File: config.mk
export PLATFORM = sky130hd
export DESIGN_NAME = fetch_stage
export DESIGN_NICKNAME = d
export VERILOG_FILES = /design/src/rtl/riscv_pkg.sv /design/src/rtl/fetch_skid_buf.sv /design/src/rtl/fetch_stage.sv
export SDC_FILE = /design/constraint.sdc
export NUM_CORES = 1
export LEC_CHECK = 0
export BUFFER_PORTS_ARGS = -buffer_cell sky130_fd_sc_hd__buf_2
export CORE_MARGIN = 1
export CORE_UTILIZATION = 25
export CTS_CLUSTER_DIAMETER = 150
export DETAILED_ROUTE_END_ITERATION = 10
export SYNTH_ARGS = -nofsm -noshare
export SYNTH_HDL_FRONTEND = slang
export SYNTH_SLANG_ARGS = --single-unit
File: constraint.sdc
create_clock -name clk -period 15.36 [get_ports clk]
set_input_delay 1.536 -clock clk [delete_from_list [all_inputs] [get_ports clk]]
set_output_delay 1.536 -clock clk [all_outputs]
set_load 0.005 [all_outputs]
File: src/rtl/riscv_pkg.sv
// Purpose : Shared definitions for the RV32 instruction-fetch front end.
// Contents: NOP encoding, default reset PC, fetch FSM state enum and a
//           word-alignment helper used when taking a redirect target.
package riscv_pkg;

    // addi x0, x0, 0 -- canonical RV32I no-op fed to decode on bubbles.
    localparam logic [31:0] NOP              = 32'h0000_0013;
    localparam logic [31:0] DEFAULT_RESET_PC = 32'h0000_0000;

    // FETCH : issuing a request at pc
    // WAIT  : one request accepted, response pending
    // HOLD  : response parked in the skid buffer while decode stalls
    // DRAIN : response of a squashed request still to come; drop it
    typedef enum logic [1:0] {
        FETCH = 2'd0,
        WAIT  = 2'd1,
        HOLD  = 2'd2,
        DRAIN = 2'd3
    } fetch_state_e;

    // Instruction addresses are word aligned; low two bits of a jump
    // target are dropped rather than trapped.
    function automatic logic [31:0] align_word(input logic [31:0] addr);
        return addr & 32'hFFFF_FFFC;
    endfunction

endpackage

File: src/rtl/fetch_skid_buf.sv
// Purpose : One-entry skid buffer that parks an instruction response
//           (word + its fetch address) when decode stalls on arrival.
// Ports   : clk, rst     - clock, synchronous active-high reset
//           load         - capture in_inst/in_pc, mark entry valid
//           clear        - drop the entry (wins over load)
//           in_inst/in_pc- response word and its fetch address
//           valid        - entry holds a parked instruction
//           inst/pc      - parked word and address
module fetch_skid_buf (
    input  logic        clk,
    input  logic        rst,
    input  logic        load,
    input  logic        clear,
    input  logic [31:0] in_inst,
    input  logic [31:0] in_pc,
    output logic        valid,
    output logic [31:0] inst,
    output logic [31:0] pc
);

    // NOTE: sequential state is always written with non-blocking (<=)
    // assignments so every register samples pre-edge values.
    always_ff @(posedge clk) begin
        if (rst || clear) begin
            valid <= 1'b0;
        end else if (load) begin
            valid <= 1'b1;
        end
    end

    // NOTE: the payload is deliberately not reset; it is only consumed
    // while valid=1, and leaving it unreset keeps it a plain enable flop.
    always_ff @(posedge clk) begin
        if (load) begin
            inst <= in_inst;
            pc   <= in_pc;
        end
    end

endmodule

File: src/rtl/fetch_stage.sv
// Purpose : RV32 instruction fetch stage. Issues one word fetch at a time
//           to instruction memory, fills the IF/ID pipeline register, and
//           handles decode stalls (via a skid buffer) and execute redirects.
// Ports   : clk, rst            - clock, synchronous active-high reset
//           imem_req/imem_addr  - fetch request and word-aligned address
//           imem_gnt            - request accepted this cycle
//           imem_rvalid/rdata   - instruction response
//           stall               - decode cannot accept; hold IF/ID
//           redirect/redirect_pc- taken control transfer from execute
//           id_valid/id_inst/id_pc/id_pc_plus4 - IF/ID register
module fetch_stage
    import riscv_pkg::*;
#(
    parameter logic [31:0] RESET_PC = DEFAULT_RESET_PC
) (
    input  logic        clk,
    input  logic        rst,
    output logic        imem_req,
    output logic [31:0] imem_addr,
    input  logic        imem_gnt,
    input  logic        imem_rvalid,
    input  logic [31:0] imem_rdata,
    input  logic        stall,
    input  logic        redirect,
    input  logic [31:0] redirect_pc,
    output logic        id_valid,
    output logic [31:0] id_inst,
    output logic [31:0] id_pc,
    output logic [31:0] id_pc_plus4
);

    fetch_state_e state;
    logic [31:0]  pc;        // next address to request
    logic [31:0]  req_pc;    // address of the outstanding request

    logic         issue;     // request accepted this cycle
    logic         take_resp; // response goes straight into IF/ID
    logic         release_skid;
    logic         skid_load;
    logic         skid_clear;
    logic         skid_valid;
    logic [31:0]  skid_inst;
    logic [31:0]  skid_pc;

    // Request is combinational so that, with a 1-cycle memory, a new
    // request goes out in the same cycle the previous response lands.
    // NOTE: every always_comb output gets a default first so no path
    // leaves it unassigned and no latch is inferred.
    always_comb begin
        imem_req = 1'b0;
        if (!rst && !redirect) begin
            unique case (state)
                FETCH:   imem_req = 1'b1;
                WAIT:    imem_req = imem_rvalid && !stall;
                default: imem_req = 1'b0;
            endcase
        end
    end

    assign imem_addr    = pc;
    assign issue        = imem_req && imem_gnt;
    assign take_resp    = !redirect && (state == WAIT) && imem_rvalid && !stall;
    assign release_skid = !redirect && (state == HOLD) && !stall;
    assign skid_load    = !rst && !redirect && (state == WAIT) && imem_rvalid && stall;
    assign skid_clear   = redirect || release_skid;

    fetch_skid_buf u_skid (
        .clk     (clk),
        .rst     (rst),
        .load    (skid_load),
        .clear   (skid_clear),
        .in_inst (imem_rdata),
        .in_pc   (req_pc),
        .valid   (skid_valid),
        .inst    (skid_inst),
        .pc      (skid_pc)
    );

    // Only meaningful while a request is outstanding, so no reset.
    always_ff @(posedge clk) begin
        if (issue) begin
            req_pc <= pc;
        end
    end

    always_ff @(posedge clk) begin
        if (rst) begin
            state       <= FETCH;
            pc          <= RESET_PC;
            id_valid    <= 1'b0;
            id_inst     <= NOP;
            id_pc       <= RESET_PC;
            id_pc_plus4 <= RESET_PC + 32'd4;
        end else begin
            // Program counter: redirect beats the sequential increment.
            if (redirect) begin
                pc <= align_word(redirect_pc);
            end else if (issue) begin
                pc <= pc + 32'd4;
            end

            // IF/ID register.
            if (redirect) begin
                id_valid <= 1'b0;
                id_inst  <= NOP;
            end else if (take_resp) begin
                id_valid    <= 1'b1;
                id_inst     <= imem_rdata;
                id_pc       <= req_pc;
                id_pc_plus4 <= req_pc + 32'd4;
            end else if (release_skid && skid_valid) begin
                id_valid    <= 1'b1;
                id_inst     <= skid_inst;
                id_pc       <= skid_pc;
                id_pc_plus4 <= skid_pc + 32'd4;
            end else if (!stall) begin
                id_valid <= 1'b0;
                id_inst  <= NOP;
            end

            // Sequencing. A stray rvalid in FETCH or HOLD is ignored.
            unique case (state)
                FETCH: begin
                    if (issue) state <= WAIT;
                end
                WAIT: begin
                    if (redirect) begin
                        // A response arriving with the redirect is simply
                        // dropped; otherwise it must still be drained.
                        state <= imem_rvalid ? FETCH : DRAIN;
                    end else if (imem_rvalid) begin
                        if (stall)      state <= HOLD;
                        else if (issue) state <= WAIT;
                        else            state <= FETCH;
                    end
                end
                HOLD: begin
                    if (redirect || !stall) state <= FETCH;
                end
                DRAIN: begin
                    // The squashed response is the last one owed to us;
                    // once it lands there is nothing left to drain even
                    // if another redirect arrives in the same cycle.
                    if (imem_rvalid) state <= FETCH;
                end
                default: state <= FETCH;
            endcase
        end
    end

endmodule

==> out/metrics.yaml <==
tightestPinTransition_ns: 1.141
fill_cells: 3865
cts.sinks: 218
firstDrtPassIters: 5
stdcell_area_sq_um: 11540
p_leak_nw: 4.352
clk_pin_slew_ns: 0.06
setup_viol: 0
synth-compound-area-share_pct: 14.99
grt_use_total_pct: 13.66
timing.fmax_mhz: 215.2
status: "finished, final reports clean"
cts-buffers-inserted: 25
setup.worst_path.start: "stall"
power_frac_seq_pct: 48.6
grt_pass1_vias: 7162
worstPathMaxFanout: 60
whs_ns: 0.4468
synthMuxAreaShare_pct: 3.678
grt_remaining_overflow: 0
syn_area_sq_um: 9288
skew_ns: 0.01062
die_w_um: 194.7
drc: 0
core_sq_um: 36610
gp_congestion: 0.8279
synth-seq-area-share_pct: 56.90
seq_area_sq_um: 5285
finalCritPeriodShare_pct: 30.25
vias_per_cell: 4.961
synthTopCellsByArea: "edfxtp_1, dfxtp_1, nor2_1"
yosysMostFrequentCell: "dfxtp_1"
antenna_found_initial: 1
path_class: "primary input to flip-flop"
startpoint_type: "primary input"
antenna_left: 0
avgRoutedWirePerCell_um: 17.36
synth-simple-area-share_pct: 18.78
ys_warn_count: 0
cts_tree: "yes"
rr_endpoint: "id_pc_plus4[26]"
r2r_start: "state[1]"
drt_iter0_markers: 573
grt_max_degree: 73
htreeDepth: 1
routed_wl_mm: 27.00
hold_path_class: "flip-flop to flip-flop"
fp-row-count: 70
io_pins: 200
min_period_ns: 4.647
drive_gt1_share_pct: 24.59
synth_top_area_share_pct: 29.75
postPlaceCellArea_sq_um: 10680
endpoint_kind: "flip-flop"
final_max_slew_viol_count: 0
port_buffers: 191
finalNetCount: 1139
ys_seq_elements: 218
avgSynthCellArea_sq_um: 10.38
ir_worst_vdd_mv: 0.06851
die_y_um: 194.7
initial_core_util_pct: 25.37
dieArea_sq_um: 37930
cellPowerDensity_nw_per_um2: 111.8
clockBufferDepth: 3
power_frac_comb_pct: 4.1
synth_edf_count: 92
switching_share_pct: 21.96
synth_cells: 895
synthXorXnorAreaFrac_pct: 1.792
rsz0062_at_grt: "no"
p_int_mw: 1.007
r2r_cells: 12
grt_pass1_wl_mm: 41.63
synth.distinct_cells: 64
ctsResizeCount: 0
synth_fa_ha_area_share_pct: 0.2694
worstPathArrival_ns: 5.09
vias: 7715
whs_path_depth: 2
area.growth.synth_to_final_pct: 24.25
synth_area_leader_cell: "edfxtp_1"
clock_latency_ns: 0.52
async_flop_share_pct: 0
yosys-top-cells-count: "dfxtp_1, nor2_1, edfxtp_1"
finalPower_mw: 1.290
hold_viol_final: 0
slew_headroom_pct: 23.68
multi_input_area_sq_um: 3709
synth_top_family_by_area: "simple AND/OR/NAND/NOR gates"
fin_setup_tns_ns: 0
final_util_pct: 31.52
required_ns: 15.81
switchingPower_mw: 0.2833
drv_cap: 0
reg2reg_slack_ns: 11.72
post_cts_buffers: 0
dpl.hpwl_mm: 19.27
crit_end: "id_pc_plus4[26]"
synth_top_flop_cell: "dfxtp_1"
ctsHoldBuffers: 0
root_buffer: "clkbuf_16"
clkPwrFrac_pct: 47.3
-- how the worst min path moves through the flow --
stage,from,to,slack [ns]
2_1_floorplan,req_pc[30],u_skid.pc[30],0.43
3_3_place_gp,id_pc_plus4[4],id_pc_plus4[4],0.44
3_5_place_dp,id_valid,id_valid,0.44
4_1_cts,id_valid,id_valid,0.45
5_1_grt,id_pc_plus4[2],id_pc_plus4[2],0.47
6_report,id_pc_plus4[4],id_pc_plus4[4],0.45
-- routing by layer --
layer | track usage (%) | wire (um) | share of wire, %
met5 | 0 | 0 | 0
met4 | 4.054 | 609 | 2.3
met3 | 1.961 | 1514 | 5.6
met2 | 19.30 | 11120 | 41
met1 | 21.14 | 13750 | 51
-- power groups by stage --
stage                     combinational (mW)  clock (mW)  sequential, mW
after floorplan                       0.0291           0           0.634
after global placement                0.0527           0           0.639
after detailed placement              0.0532           0           0.639
after CTS                             0.0533       0.629           0.627
after global routing                  0.0592       0.651           0.628
final                                 0.0529       0.611           0.627
-- through the flow --
stage | std cells | worst slack, ns
after floorplan | 900 | 6.711
after global placement | 1508 | 10.20
after detailed placement | 1508 | 10.16
after CTS | 1554 | 10.69
after global routing | 1555 | 10.43
final | 1555 | 10.71
-- worst max-delay path, stage by stage --
cell	delay [ns]
buf_2	0.34
or2_2	0.52
nor2_4	0.13
buf_4	0.62
mux2i_1	0.22
inv_1	0.09
ha_1	0.34
nand2_1	0.08
nor3_1	0.27
mux2i_1	0.21
a21oi_2	0.38
nand4_1	0.18
nand3_1	0.15
-- placed cells by master (no fill, tap or decap), drive strengths merged, types with 11 or more instances in the layout --
| master | count |
|---|---|
| clkbuf | 39 |
| a21oi | 47 |
| nand3b | 16 |
| nand4 | 29 |
| inv | 14 |
| mux2i | 24 |
| nor2 | 101 |
| xor2 | 12 |
| a222oi | 31 |
| edfxtp | 92 |
| buf | 204 |
| a211oi | 29 |
| dfxtp | 126 |
| nor3 | 18 |
| nand2 | 89 |
| o21ai | 30 |
| and3 | 16 |
| nor4 | 11 |
| nand3 | 36 |
-- flip-flops by register name, summed over array words and instances (netlist names), 2 cells and up --
signal	flops
id_inst	32
id_pc	30
id_pc_plus4	30
imem_addr	30
req_pc	30
state	2
u_skid.inst	32
u_skid.pc	30
-- final cells by class --
class	instances	area share (%)
multi-input cells	606	32.14
well taps	468	5.074
inverters	12	0.3903
diodes	1	0.02168
repair buffers	204	9.129
flip-flops and latches	218	45.80
clock buffers	39	6.885
clock inverters	7	0.5638
-- cells by family after synthesis --
logic type	count (synthesis)
xor+xnor	19
buf+inv	76
flops	218
simple gates	352
mux	33
other cells	1
fa+ha+maj	2
compound gates	194
(Power assumes the default switching activity.)
